`src/rtl/ui_pkg.sv`:
```
// ui_pkg: menu state codes shared with the renderer, plus menu item constants.
package ui_pkg;
   typedef enum logic [3:0] {
      ST_IDLE     = 4'd0,
      ST_MANUAL   = 4'd1,
      ST_SOLVER   = 4'd2,
      ST_GENERATE = 4'd3
   } state_t;
   localparam logic [1:0] MENU_MANUAL   = 2'd0;
   localparam logic [1:0] MENU_SOLVER   = 2'd1;
   localparam logic [1:0] MENU_GENERATE = 2'd2;
endpackage

```
`src/rtl/button_debounce.sv`:
```
// button_debounce: 2-flop synchronizer, stability counter and one-cycle press pulse.
module button_debounce #(
   parameter int DEBOUNCE_CYCLES = 650000,
   parameter int CNT_W           = 20
) (
   input  logic clk_in,
   input  logic reset_in,
   input  logic btn,
   output logic press
);
   localparam logic [CNT_W-1:0] LIMIT = CNT_W'(DEBOUNCE_CYCLES);
   logic             s1, s2, deb, deb_q;
   logic [CNT_W-1:0] cnt;
   always_ff @(posedge clk_in or posedge reset_in) begin
      if (reset_in) begin
         s1    <= 1'b0;
         s2    <= 1'b0;
         deb   <= 1'b0;
         deb_q <= 1'b0;
         cnt   <= '0;
      end else begin
         s1    <= btn;
         s2    <= s1;
         deb_q <= deb;
         if (s2 == deb) cnt <= '0;
         else if (cnt == LIMIT) begin
            deb <= s2;
            cnt <= '0;
         end else cnt <= cnt + 1'b1;
      end
   end
   assign press = deb & ~deb_q;
endmodule

```
`src/rtl/ui_menu_fsm.sv`:
```
// ui_menu_fsm: debounced buttons drive the menu FSM, cursor and engine start/busy handshake.
module ui_menu_fsm
   import ui_pkg::*;
#(
   parameter int DEBOUNCE_CYCLES = 650000,
   parameter int CNT_W           = 20
) (
   input  logic       clk_in,
   input  logic       reset_in,
   input  logic       btnc,
   input  logic       btnu,
   input  logic       btnd,
   input  logic       btnl,
   input  logic       solve_done,
   input  logic       gen_done,
   output logic [3:0] state,
   output logic [1:0] cursor,
   output logic       busy,
   output logic       solve_start,
   output logic       gen_start
);
   logic [3:0] raw, prs;
   logic       sel_p, up_p, dn_p, back_p;
   state_t     st, st_n;
   logic [1:0] cur_n;
   logic       busy_n, ss_n, gs_n;
   assign raw = {btnl, btnd, btnu, btnc};
   for (genvar g = 0; g < 4; g++) begin : g_db
      button_debounce #(.DEBOUNCE_CYCLES(DEBOUNCE_CYCLES), .CNT_W(CNT_W)) u_db (
         .clk_in  (clk_in),
         .reset_in(reset_in),
         .btn     (raw[g]),
         .press   (prs[g])
      );
   end
   assign {back_p, dn_p, up_p, sel_p} = prs;
   always_ff @(posedge clk_in or posedge reset_in) begin
      if (reset_in) begin
         st          <= ST_IDLE;
         cursor      <= MENU_MANUAL;
         busy        <= 1'b0;
         solve_start <= 1'b0;
         gen_start   <= 1'b0;
      end else begin
         st          <= st_n;
         cursor      <= cur_n;
         busy        <= busy_n;
         solve_start <= ss_n;
         gen_start   <= gs_n;
      end
   end
   // A back press outranks everything, so in IDLE it swallows the other presses.
   always_comb begin
      st_n   = st;
      cur_n  = cursor;
      busy_n = busy;
      ss_n   = 1'b0;
      gs_n   = 1'b0;
      case (st)
         ST_IDLE: if (!back_p) begin
            if (sel_p) begin
               st_n   = cursor == MENU_MANUAL ? ST_MANUAL : cursor == MENU_SOLVER ? ST_SOLVER : ST_GENERATE;
               ss_n   = cursor == MENU_SOLVER;
               gs_n   = cursor == MENU_GENERATE;
               busy_n = cursor != MENU_MANUAL;
            end else if (up_p) cur_n = cursor == MENU_MANUAL ? MENU_GENERATE : cursor - 2'd1;
            else if (dn_p) cur_n = cursor == MENU_GENERATE ? MENU_MANUAL : cursor + 2'd1;
         end
         ST_MANUAL: if (back_p) st_n = ST_IDLE;
         ST_SOLVER: begin
            if (busy) busy_n = ~solve_done;
            else if (back_p) st_n = ST_IDLE;
         end
         ST_GENERATE: begin
            if (busy) busy_n = ~gen_done;
            else if (back_p) st_n = ST_IDLE;
         end
         default: st_n = ST_IDLE;
      endcase
   end
   assign state = st;
endmodule

```
`config.mk`:
```
export PLATFORM = sky130hd
export DESIGN_NAME = ui_menu_fsm
export DESIGN_NICKNAME = d
export VERILOG_FILES = /design/src/rtl/ui_pkg.sv /design/src/rtl/button_debounce.sv /design/src/rtl/ui_menu_fsm.sv
export SDC_FILE = /design/constraint.sdc
export NUM_CORES = 1
export LEC_CHECK = 0
export CELL_PAD_IN_SITES_DETAIL_PLACEMENT = 2
export CELL_PAD_IN_SITES_GLOBAL_PLACEMENT = 2
export CORE_ASPECT_RATIO = 1.5
export CORE_MARGIN = 2
export CORE_UTILIZATION = 42
export CTS_BUF_LIST = sky130_fd_sc_hd__clkbuf_4 sky130_fd_sc_hd__clkbuf_8
export DETAILED_ROUTE_END_ITERATION = 12
export GPL_TIMING_DRIVEN = 0
export PLACE_DENSITY = 0.92
export SLEW_MARGIN = 40
export SYNTH_ARGS = -nofsm -noshare
export SYNTH_HDL_FRONTEND = slang
export SYNTH_SLANG_ARGS = --single-unit
```
`constraint.sdc`:
```
create_clock -name clk_in -period 3.35 [get_ports clk_in]
set_clock_uncertainty 0.1 [all_clocks]
set_input_delay 0.335 -clock clk_in [delete_from_list [all_inputs] [get_ports clk_in]]
set_output_delay 0.335 -clock clk_in [all_outputs]
set_load 0.01 [all_outputs]
```
* After elaboration in Yosys (flattened, before gate mapping)
Index checks and enable logic that the tools add are counted.
** Word-level totals
- Register bits after elaboration :: 105
- Input bits :: 8
** Cells by class
- Add/sub/neg operators :: 6
- Equality and inequality tests :: 16
- Multiplexer cells :: 30
- Bitwise gates (word level) :: 16
- Reduce and logical (&&, ||, !) cells :: 13
** Operators with widths (count)
- $mux 20 :: 8
- $add 20x1->20 const B :: 4
- $eq 20x20->1 const B :: 4
- $mux 4 :: 4
- $not 1->1 :: 12
- $pmux 4 s3 :: 1
- $mux 1 :: 11
- $mux 2 :: 5
- $eq 4x2->1 const B :: 2
- $reduce_and 2->1 :: 4
- $reduce_and 3->1 :: 2
- $and 1x1->1 :: 4
- $eq 1x1->1 :: 4
- $eq 4x1->1 const B :: 1
- $logic_not 4->1 :: 1
- $ne 2x2->1 const B :: 2
- $reduce_and 4->1 :: 1
- $reduce_bool 2->1 :: 2
- $pmux 1 s3 :: 1
- $reduce_bool 3->1 :: 1
- $add 2x1->2 const B :: 1
- $eq 2x1->1 const B :: 1
- $eq 2x2->1 const B :: 1
- $logic_not 2->1 :: 1
- 3 further kinds :: 3

* Depth between registers and ports, before layout
Gate-level depths: netlist of the first run.
- Depth after elaboration :: 6
- Gate-level depth with buffers :: 7

* Modules after synthesis
From an unflattened synthesis of the first run, not the netlist that was laid out.
** Unflattened totals
- Cells, all modules :: 502
- Area total of the unflattened synthesis :: 5118.7 sq um
** Modules (own cells, without submodules)
- button_debounce at g_db[0].u_db ... :: instances 3, cells an instance 115, area each 1172.4 sq um
- button_debounce at g_db[1].u_db :: instances 1, cells an instance 116, area each 1167.4 sq um
- ui_menu_fsm :: instances 1, cells an instance 41, area each 434.2 sq um

* Least setup slack after synthesis of the first run
Ideal clock, no wire load.
- Path kind :: register to register
- Start :: register g_db[3].u_db.cnt[0]
- End :: register g_db[3].u_db.cnt[10]
- Setup time :: 0.119 ns
- Arrival :: 1.809 ns
- Data required time :: 3.131 ns
- Slack :: 1.322 ns
- Stages on the path, launching flop included :: 8
- Path buffers :: 1
- Path through :: dfrtp_1 > inv_1 > ha_1 > nor4b_1 > nand3_1 > o31ai_2 > buf_4 > nor2_1
** Between the ends
- Longest elaborated chain between the ends :: 3
** Ends and longest elaborated chain
- from (decl) :: line button_debounce.sv:13 : logic [CNT_W-1:0] cnt;
- from (signal assigned) :: line button_debounce.sv:29 : end else cnt <= cnt + 1'b1;
- $add 20x1->20 / $eq 20x20->1 (equally long branches) :: line button_debounce.sv:29, button_debounce.sv:26
- $mux 20 * :: line button_debounce.sv:26 : else if (cnt == LIMIT) begin
- $mux 20 * :: line button_debounce.sv:25 : if (s2 == deb) cnt <= '0;
Mark *: on every way between the ends. The rest lies on a longest branch, timed or not.
A chain may end at the register's enable or synchronous reset.

* Worst setup path in the final report of the first run
- Start :: register g_db[3].u_db.cnt[0]
- End :: register g_db[3].u_db.cnt[11]
The elaborated chain is that of the path after synthesis.

==> metrics.csv, run 1 <==
metric,value,unit
outcome,"finished, final reports clean",
row count,49,
DR vias/cell,5.58,
RSZ-0062 raised after global routing,false,
Routed Antenna Nets,0,
Seq cells post-synth,103,
hold buffers post-CTS,0,
antenna violations before repair,0,
Core Box Area,11900,um2
CTS max path bufs,2,
grt ovf,0,
"Primary FF master, synth",dfrtp_1,
share of cells above drive strength 1,7.25,%
ANT cells,0,
H-tree Lvls,3,
DIE WIDTH,93.8,um
die area,13000,um2
CP arrival,2.79,ns
CTS resizes,0,
CTS root buf,clkbuf_8,
Final Slew Violations,0,
pre-CTS setup slack,0.627,ns
dpl cell area,5450,um2
TritonCTS clock tree,built,
critical path's largest stage delay,0.57,ns
period utilisation layout,78.0,%
DR vias,3858,
Synth Cell Area,5080,um2
Avg Inst Size Synth,10.0,um2
initial core utilization,42.7,%
Async SR Flop Fraction,100,%
worst slew pin tran,0.767,ns
Area Overhead vs Synth,11.5,%
number of remaining DRC errors,0,
register area share after synthesis,50.7,%
max_cap viols,0,
Netlist cell types,47,
Post-synth EDFFs,0,
Worst path top cell family by delay,simple AND/OR/NAND/NOR gates,
vias in the first global route,4478,
final setup margin,0.736,ns
CP endpoint kind,register,
# port buffers,14,
Tot Pwr,2200,uW
setup TNS,0,ns
fin nets,555,
Clock Sinks,103,
DRC marker count from the first detailed-route iteration,126,
Max Freq,0.383,GHz
WL/cell,19.5,um
fin util,47.6,%
I/O pin cnt,17,
pwr dens,389,nW/um2
post-DP HPWL,9.51,mm
clk_lat worst skew,0.39,ns
Synth Instances,506,
WS Path Type,register to register,
slowest CP cell,o31ai_4,
slew margin rel.,48.5,%
Max VDD drop,0.000258,V
"critical path, cell by cell",inv_1 -> ha_1 -> nor4b_1 -> nand3_1 -> o31ai_4 -> buf_4 -> nor2_1,
pin count of the biggest net entering global routing,67,
GPL Wtd Cong,0.814,
first-pass GRT wire length,23.0,mm
drt total wl,13.5,mm
final instance area,5660,um2
static leakage,0.00232,uW
"Setup violations, final",0,
post-CTS setup repair buffer count,0,
drt first pass iters,4,
Worst Path Required,3.53,ns
worst-path fanout max,10,
Worst setup SP type,register,
Die Y,139,um
cts bufs inserted,9,
min-delay worst type,input port to asynchronous set/reset pin,
gr usage total,22.4,%
clock-pin transition on the worst setup and hold timing paths,0.11,ns
post-layout min period,2.61,ns
CP bufs+invs,2,
Final Hold Fails,0,
synth warn,0,
synthesized netlist by cell type, drive strengths merged, types with 15 or more instances:
cell type	instances	area (um2)
a21oi	15	75.1
dfrtp	103	2580
inv	27	101
nand2	23	86.3
nand3	31	160
nand4	17	143
nor2	78	293
nor3	20	100
nor4	18	119
o21ai	18	90.1
xnor2	39	342
xor2	17	149
power breakdown:
part           switching [uW]  total (uW)  leakage, uW  internal, uW
logic                    67.9         102     0.000813          34.1
clock network             463         821    0.0000967           358
registers                20.7        1280      0.00141          1260
metal layers:
layer  vias to the layer above  global-route usage [%]  part of all wire, %
li1                       1812                       -                    -
met1                      1986                    25.5                   39
met2                        37                    41.6                   57
met3                        23                    3.15                  1.5
met4                         0                    8.24                  2.2
met5                         -                       0                    0
cells by family after synthesis:
| family | after synthesis | synth area share (%) |
|---|---|---|
| fa+ha+maj | 14 | 3.45 |
| xor+xnor | 56 | 9.66 |
| mux | 14 | 2.88 |
| other cells | 1 | 0.0738 |
| compound gates | 41 | 4.68 |
| flops | 103 | 50.7 |
| buf+inv | 35 | 2.86 |
| simple gates | 242 | 25.7 |
layout make-up:
class / count / area (um2)
Sequential cell: 103 / 2580
Clock buffer: 10 / 131
Buffer: 8 / 43.8
Inverter: 27 / 109
Timing Repair Buffer: 15 / 168
Tap cell: 153 / 191
Fill cell: 1255 / 6230
Clock inverter: 6 / 67.6
Multi-Input combinational cell: 369 / 2380
stage by stage:
stage,instances,hold slack [ns]
finish,691,0.206
global route,691,0.236
CTS,691,0.211
detailed placement,675,0.237
global placement,674,0.234
floorplan,507,0.231
worst register-to-register path: cells and delay by family, from the launching register on:
| family | cells | cell delay (ns) |
|---|---|---|
| AND/OR/NAND/NOR | 3 | 0.83 |
| flip-flops | 1 | 0.46 |
| AO/OA/AOI/OAI | 1 | 0.57 |
| buffers and inverters | 2 | 0.39 |
| adder cells (fa/ha/maj) | 1 | 0.16 |
layout by cell type (no fill, tap or decap), types with 5 or more instances in the layout:
master	count
dfrtp_1	103
nor2_1	78
xnor2_1	39
nand3_1	30
inv_1	26
nand2_1	23
nor3_1	20
xor2_1	17
nor4_1	16
a21oi_1	15
o21ai_0	15
nand4_1	14
ha_1	14
clkdlybuf4s50_1	14
and3_1	11
or3_1	10
mux2i_1	9
clkbuf_8	9
nor4b_1	7
mux2_2	5
flip-flops by register name, indices dropped and copies added, names as in the netlist:
signal           cells
busy                 1
cursor               2
g_db.u_db.cnt       80
g_db.u_db.deb        4
g_db.u_db.deb_q      4
g_db.u_db.s1         4
g_db.u_db.s2         4
gen_start            1
solve_start          1
state                2
worst paths after layout:
check / slack (ns) / startpoint / cells after the start / endpoint
worst max-delay path: 0.74 / g_db[3].u_db.cnt[0]$_DFF_PP0_ / 7 / g_db[3].u_db.cnt[11]$_DFF_PP0_
worst min-delay path: 0.21 / reset_in / 2 / g_db[1].u_db.cnt[8]$_DFF_PP0_
worst max register to register: 0.74 / g_db[3].u_db.cnt[0]$_DFF_PP0_ / 7 / g_db[3].u_db.cnt[11]$_DFF_PP0_
worst min register to register: 0.26 / g_db[3].u_db.s1$_DFF_PP0_ / 0 / g_db[3].u_db.s2$_DFF_PP0_
max in group asynchronous: 2.31 / reset_in / 3 / state[1]$_DFFE_PP0P_
min in group clk_in: 0.26 / g_db[3].u_db.s1$_DFF_PP0_ / 0 / g_db[3].u_db.s2$_DFF_PP0_
(Power assumes the default switching activity.)
==> run 2: changes to the inputs <==
- clock period: 3.35 -> 2.5 ns (I/O delays scaled with it)
==> run 2 against run 1 <==
  * Die area unchanged
  * Design area increased by 3.4%
  * Largest cell class unchanged
  * Utilization increased by 1.6 points
  * Worst hold slack got worse by 0.12 ns
==> metrics.csv, run 2 (synthesis results as in run 1) <==
metric,value,unit,change
Largest register FFs,80,,unchanged
vias in the first global route,4554,,+1.7%
pin count of the biggest net entering global routing,25,,-63%
drt total wl,14.9,mm,+10%
min-delay worst type,input port to asynchronous set/reset pin,,
CTS root buf,clkbuf_8,,
DIE WIDTH,93.8,um,unchanged
critical path's largest stage delay,0.67,ns,+0.10 ns
Final Hold Fails,0,,unchanged
ANT cells,0,,unchanged
share of cells above drive strength 1,8.84,%,+1.6 points
RSZ-0062 raised after global routing,false,,
fillers,1212,,-3.4%
static leakage,0.00241,uW,+4.2%
max_cap viols,0,,unchanged
number of cells on the critical path,5,,-2
"critical path, cell by cell",clkbuf_1 -> nand3_1 -> nor4_1 -> mux2i_1 -> nor3b_1,,
Final Slew Violations,0,,unchanged
worst-path fanout max,7,,-3
TritonCTS clock tree,built,,
clk_lat worst skew,0.38,ns,about the same
WL/cell,21.3,um,+9.2%
DR vias,3967,,+2.8%
grt ovf,0,,unchanged
Largest Register,g_db.u_db.cnt,,
first-pass GRT wire length,24.9,mm,+8.6%
CP endpoint kind,register,,
CP arrival,2.47,ns,-0.32 ns
CP bufs+invs,1,,-1
slew margin rel.,45.4,%,-3.1 points
die area,13000,um2,unchanged
# port buffers,14,,unchanged
DR vias/cell,5.70,,+2.1%
period utilisation layout,91.3,%,+13 points
Routed Antenna Nets,0,,unchanged
row count,49,,unchanged
Worst Path Required,2.68,ns,-0.85 ns
WS Path Type,register to register,,
GPL Wtd Cong,0.817,,+0.37%
Max VDD drop,0.000366,V,+42%
antenna violations before repair,0,,unchanged
most frequent cells in the layout,"dfrtp_1, nor2_1, xnor2_1, nand3_1, inv_1",,
Die Y,139,um,unchanged
drt first pass iters,6,,+2
post-layout min period,2.28,ns,-0.332 ns
Area Overhead vs Synth,15.3,%,
Worst setup SP type,register,,
"most common cell after layout, fill and taps aside",dfrtp_1,,
pwr dens,565,nW/um2,+45%
post-DP HPWL,10.1,mm,+5.9%
pre-CTS setup slack,-0.302,ns,-0.930 ns
"Setup violations, final",0,,unchanged
number of remaining DRC errors,0,,unchanged
worst slew pin tran,0.812,ns,+0.0445 ns
Core Box Area,11900,um2,unchanged
CTS max path bufs,2,,unchanged
reg2reg path depth,5,,-2
outcome,"finished, final reports clean",,
initial core utilization,42.7,%,unchanged
slowest CP cell,nor4_1,,
cts bufs inserted,9,,unchanged
I/O pin cnt,17,,unchanged
DRC marker count from the first detailed-route iteration,165,,+31%
fin nets,560,,+0.90%
H-tree Lvls,3,,unchanged
gr usage total,24.6,%,+2.2 points
Max Freq,0.438,GHz,+15%
Worst path top cell family by delay,simple AND/OR/NAND/NOR gates,,
clock-pin transition on the worst setup and hold timing paths,0.10,ns,about the same
Tot Pwr,3310,uW,+50%
Clock Sinks,103,,unchanged
final setup margin,0.217,ns,-0.519 ns
==> run 2: cell count changes in the layout (fill, tap and decap cells not counted), moves of 2 or more <==
cell       delta
o21ai_1       -2
clkbuf_2      +2
bufinv_16     +3
o21ai_2       +2
inv_6         -2
clkbuf_1      -2
buf_16        +3
==> run 2: per-layer routing <==
| layer | GRT usage (%) | part of all wire [%] |
|---|---|---|
| met5 | 0 | 0 |
| met4 | 7.70 | 2.0 |
| met3 | 2.72 | 1.3 |
| met2 | 45.5 | 58 |
| met1 | 29.3 | 39 |
==> run 2: area by class of cell <==
cell class	instances	area [um2]	area share, %
clock inverter	5	129	2.20
sequential	103	2580	44.0
timing repair buffer	20	278	4.74
tap	153	191	3.27
clock buffer	11	145	2.48
multi-input combinational	369	2380	40.7
inverter	27	105	1.79
buffer	8	46.3	0.791
==> run 2: per-stage QoR <==
stage	setup TNS, ns	hold WS [ns]	area [um2]	cells	utilization [%]
after CTS	0	0.0905	5840	696	49.1
final	0	0.0882	5860	696	49.2
after detailed placement	-4.03	0.244	5550	679	46.7
after global routing	0	0.116	5860	696	49.2
after floorplan	0	0.181	5090	507	-
after global placement	-16.01	0.235	5420	674	45.6
==> run 2: final timing paths <==
check                                              start                             end  slack (ns)
min in group clk_in                                 btnu       g_db[1].u_db.s1$_DFF_PP0_        0.19
max                        g_db[2].u_db.cnt[2]$_DFF_PP0_  g_db[2].u_db.cnt[18]$_DFF_PP0_        0.22
max in group asynchronous                       reset_in  g_db[2].u_db.cnt[19]$_DFF_PP0_        1.07
min reg2reg                    g_db[0].u_db.s1$_DFF_PP0_       g_db[0].u_db.s2$_DFF_PP0_        0.27
max reg2reg                g_db[2].u_db.cnt[2]$_DFF_PP0_  g_db[2].u_db.cnt[18]$_DFF_PP0_        0.22
min                                             reset_in   g_db[3].u_db.cnt[5]$_DFF_PP0_        0.09
==> run 2: worst reg2reg max path: cells and delay by family (launching register included) <==
kind          cells  cell delay (ns)
simple gates      3             1.25
flops             1             0.35
buf+inv           1             0.31
mux               1             0.20
==> run 2: power breakdown <==
part	total, uW	switching [uW]	internal, uW	leakage [uW]
registers	1710	27.9	1690	0.00141
clock network	1430	621	807	0.000137
logic	165	100	65.5	0.000871
total	3310	749	2560	0.00241
==> run 2: timing repair <==
action / CTS / global route
hold buffers: 0 / 0
setup endpoints to repair: 29 / 46
gates resized for setup: 2 / 6
pin swaps: 1 / 0
setup buffers: 1 / 0
==> run 3: changes to the inputs <==
- ABC_AREA: not set -> 1
- CORE_UTILIZATION: 42 -> 38
- PLACE_DENSITY: 0.92 -> 0.91
- SYNTH_HIERARCHICAL: not set -> 1
==> run 3 against run 2 <==
  * Final cell count rose by 45%
  * Die area grew 29%
  * Utilization decreased by 7.0 points
  * Clock power decreased by 24%
  * Register-to-register slack better by 0.42 ns
  * Worst hold slack improved by 0.090 ns
  * Synthesized cell count increased by 54%
  * Sequential power barely moved
  * Critical path type unchanged
  * Largest power group unchanged
  * Highest routed layer unchanged
==> metrics.csv, run 3 <==
metric,value,unit,change
outcome,"finished, final reports clean",,
CTS max path bufs,2,,unchanged
CP endpoint kind,register,,
DRC marker count from the first detailed-route iteration,119,,-28%
post-DP HPWL,15.0,mm,+49%
Synth Area in Adders,2.92,%,-0.53 points
antenna violations before repair,0,,unchanged
Seq pwr share,58.1,%,+6.3 points
Tot Pwr,2960,uW,-11%
reg2reg path depth,7,,+2
die area,16800,um2,+29%
Max Freq,0.538,GHz,+23%
slew margin rel.,61.9,%,+17 points
Netlist cell types,26,,-45%
initial core utilization,38.5,%,-4.2 points
row count,56,,+14%
worst slew pin tran,0.570,ns,-0.241 ns
Synth Cell Area,5990,um2,+18%
pwr dens,450,nW/um2,-20%
largest family of logic cells by synthesized area,simple AND/OR/NAND/NOR gates,,
top cell type's share of synthesized area,43.0,%,-7.7 points
TritonCTS clock tree,built,,
RSZ-0062 raised after global routing,false,,
GR Layer Usage met3,3.33,%,+0.62 points
Switching Fraction,25.4,%,+2.8 points
period utilisation layout,74.3,%,-17 points
Compound-Gate Fraction of Synth Area,3.57,%,-1.1 points
CTS resizes,0,,-2
Largest Register,g_db.u_db/cnt,,
Area Overhead vs Synth,9.73,%,
worst-path fanout max,9,,+2
clk_lat worst skew,0.39,ns,about the same
"Primary FF master, synth",dfrtp_1,,
fin nets,828,,+48%
pin count of the biggest net entering global routing,25,,unchanged
gr usage total,25.2,%,+0.62 points
Routed Antenna Nets,0,,unchanged
proportion of power drawn by the clock network,36.9,%,-6.3 points
internal power,2210,uW,-14%
post-synthesis simple-gate area fraction,37.8,%,+12 points
GPL Wtd Cong,0.821,,+0.54%
Crit Reg-Reg Startpoint,g_db[1].u_db/cnt[0]$_DFF_PP0_,,
max_cap viols,0,,unchanged
most frequent cells in the layout,"nor2_1, nand2_1, dfrtp_1, inv_1, nand3_1",,
post-synthesis mux area share,0,%,-2.9 points
DR vias/cell,5.23,,-8.3%
Placed Instances,998,,+47%
post-CTS setup repair buffer count,0,,-1
WL/cell,19.7,um,-7.6%
CTS root buf,clkbuf_8,,
"setup slack, reg-to-reg",0.64,ns,+0.42 ns
Post-synth EDFFs,0,,unchanged
Worst R2R End,g_db[1].u_db/cnt[8]$_DFF_PP0_,,
xor/xnor cell area share of the yosys netlist,5.76,%,-3.9 points
Largest register FFs,80,,unchanged
layer with the highest usage,met2,,
Avg Inst Size Synth,7.68,um2,-23%
leading area contributor after synthesis,dfrtp_1,,
WS Path Type,register to register,,
H-tree Lvls,3,,unchanged
vias in the first global route,6257,,+37%
"most common cell after layout, fill and taps aside",nor2_1,,
Worst Path Required,2.68,ns,about the same
met2 Use GR,50.0,%,+4.6 points
Die Y,158,um,+14%
Final Slew Violations,0,,unchanged
I/O pin cnt,17,,unchanged
Setup crit start,g_db[1].u_db/cnt[0]$_DFF_PP0_,,
static leakage,0.00271,uW,+12%
Worst setup SP type,register,,
Hold Path Depth,1,,
first-pass GRT wire length,32.6,mm,+31%
Max VDD drop,0.000221,V,-40%
GR Util met1,25.0,%,-4.2 points
fin cells,1012,,+45%
hold buffers post-CTS,0,,unchanged
CP arrival,2.04,ns,-0.43 ns
Clock Sinks,103,,unchanged
Final Hold Fails,0,,unchanged
most frequent cell after synthesis,nor2_1,,
clock-pin transition on the worst setup and hold timing paths,0.10,ns,about the same
Psw,752,uW,+0.39%
Core Box Area,15600,um2,+31%
synth warn,6,,+6
# port buffers,14,,unchanged
Synth Instances,780,,+54%
grt ovf,0,,unchanged
Seq cells post-synth,103,,unchanged
Comb pwr share,5.1,%,about the same
DIE WIDTH,107,um,+14%
share of cells above drive strength 1,15.0,%,+6.1 points
register area share after synthesis,43.0,%,-7.7 points
"Setup violations, final",0,,unchanged
DR vias,5292,,+33%
Critical Path Sink,g_db[1].u_db/cnt[8]$_DFF_PP0_,,
ANT cells,0,,unchanged
Synth area leaders,"dfrtp_1, nor2_1, nand2_1",,
number of remaining DRC errors,0,,unchanged
cts bufs inserted,9,,unchanged
drt first pass iters,4,,-2
post-layout min period,1.86,ns,-0.424 ns
setup TNS,0,ns,unchanged
Async SR Flop Fraction,100,%,unchanged
drt total wl,19.9,mm,+34%
min-delay worst type,input port to register,,
Post-synth top cells,"nor2_1, nand2_1, dfrtp_1",,
[run 3: changes by cell type after synthesis, moves of 11 or more]
cell / delta
nand2_1: +127
nand2_2: +20
nor4_1: -17
xnor2_1: -29
o21ai_0: -11
and3_1: -11
nor2_4: +17
inv_1: +62
inv_2: +16
nand3_1: +27
nor2_2: +28
nor2_1: +80
[run 3: routing by layer]
metal	vias to the layer above	wire length, um
met2	87	11400
met4	0	906
met1	2679	7310
met5	-	0
met3	63	370
li1	2463	-
[run 3: worst min path at each step]
stage | from | to | slack, ns
finish | btnd | g_db[2].u_db/s1$_DFF_PP0_ | 0.18
global route | btnd | g_db[2].u_db/s1$_DFF_PP0_ | 0.19
CTS | btnd | g_db[2].u_db/s1$_DFF_PP0_ | 0.17
detailed placement | g_db[3].u_db/s1$_DFF_PP0_ | g_db[3].u_db/s2$_DFF_PP0_ | 0.24
global placement | g_db[2].u_db/s1$_DFF_PP0_ | g_db[2].u_db/s2$_DFF_PP0_ | 0.23
floorplan | reset_in | busy$_DFFE_PP0P_ | -0.05
[run 3: area by class of cell]
| type | instances | area (um2) |
|---|---|---|
| Sequential cell | 103 | 2580 |
| Timing Repair Buffer | 14 | 140 |
| Buffer | 2 | 15.0 |
| Tap cell | 203 | 254 |
| Inverter | 105 | 394 |
| Clock inverter | 4 | 47.5 |
| Clock buffer | 10 | 138 |
| Multi-Input combinational cell | 571 | 3010 |
| Fill cell | 1831 | 8980 |
[run 3: power groups by stage]
stage          logic [uW]  clock network, uW  registers (uW)
4_1_cts               155               1120            1720
2_1_floorplan        97.5                  0            1740
6_report              150               1090            1720
3_5_place_dp          153                  0            1750
5_1_grt               169               1160            1720
3_3_place_gp          141                  0            1750
[run 3: cell families after synthesis]
family	count (synthesis)
simple gates	477
buf+inv	107
flops	103
compound gates	42
xor+xnor	36
fa+ha+maj	14
other cells	1
[run 3: critical path, stage by stage, from the launching register on]
cell and delay [ns]:
dfrtp_1 0.46, inv_2 0.10, ha_1 0.20, nand3_1 0.10, nor2_1 0.19, nand3_2 0.21
nand2_2 0.28, nor2_1 0.10
[run 3: per-stage QoR]
stage / setup WS [ns] / util, % / hold slack, ns / instance area [um2]
6_report: 0.642 / 42.3 / 0.179 / 6580
5_1_grt: 0.540 / 42.3 / 0.194 / 6580
4_1_cts: 0.626 / 42.3 / 0.174 / 6580
3_5_place_dp: 0.663 / 41.1 / 0.240 / 6390
3_3_place_gp: 0.772 / 41.1 / 0.233 / 6390
2_1_floorplan: 1.06 / - / -0.0466 / 6000
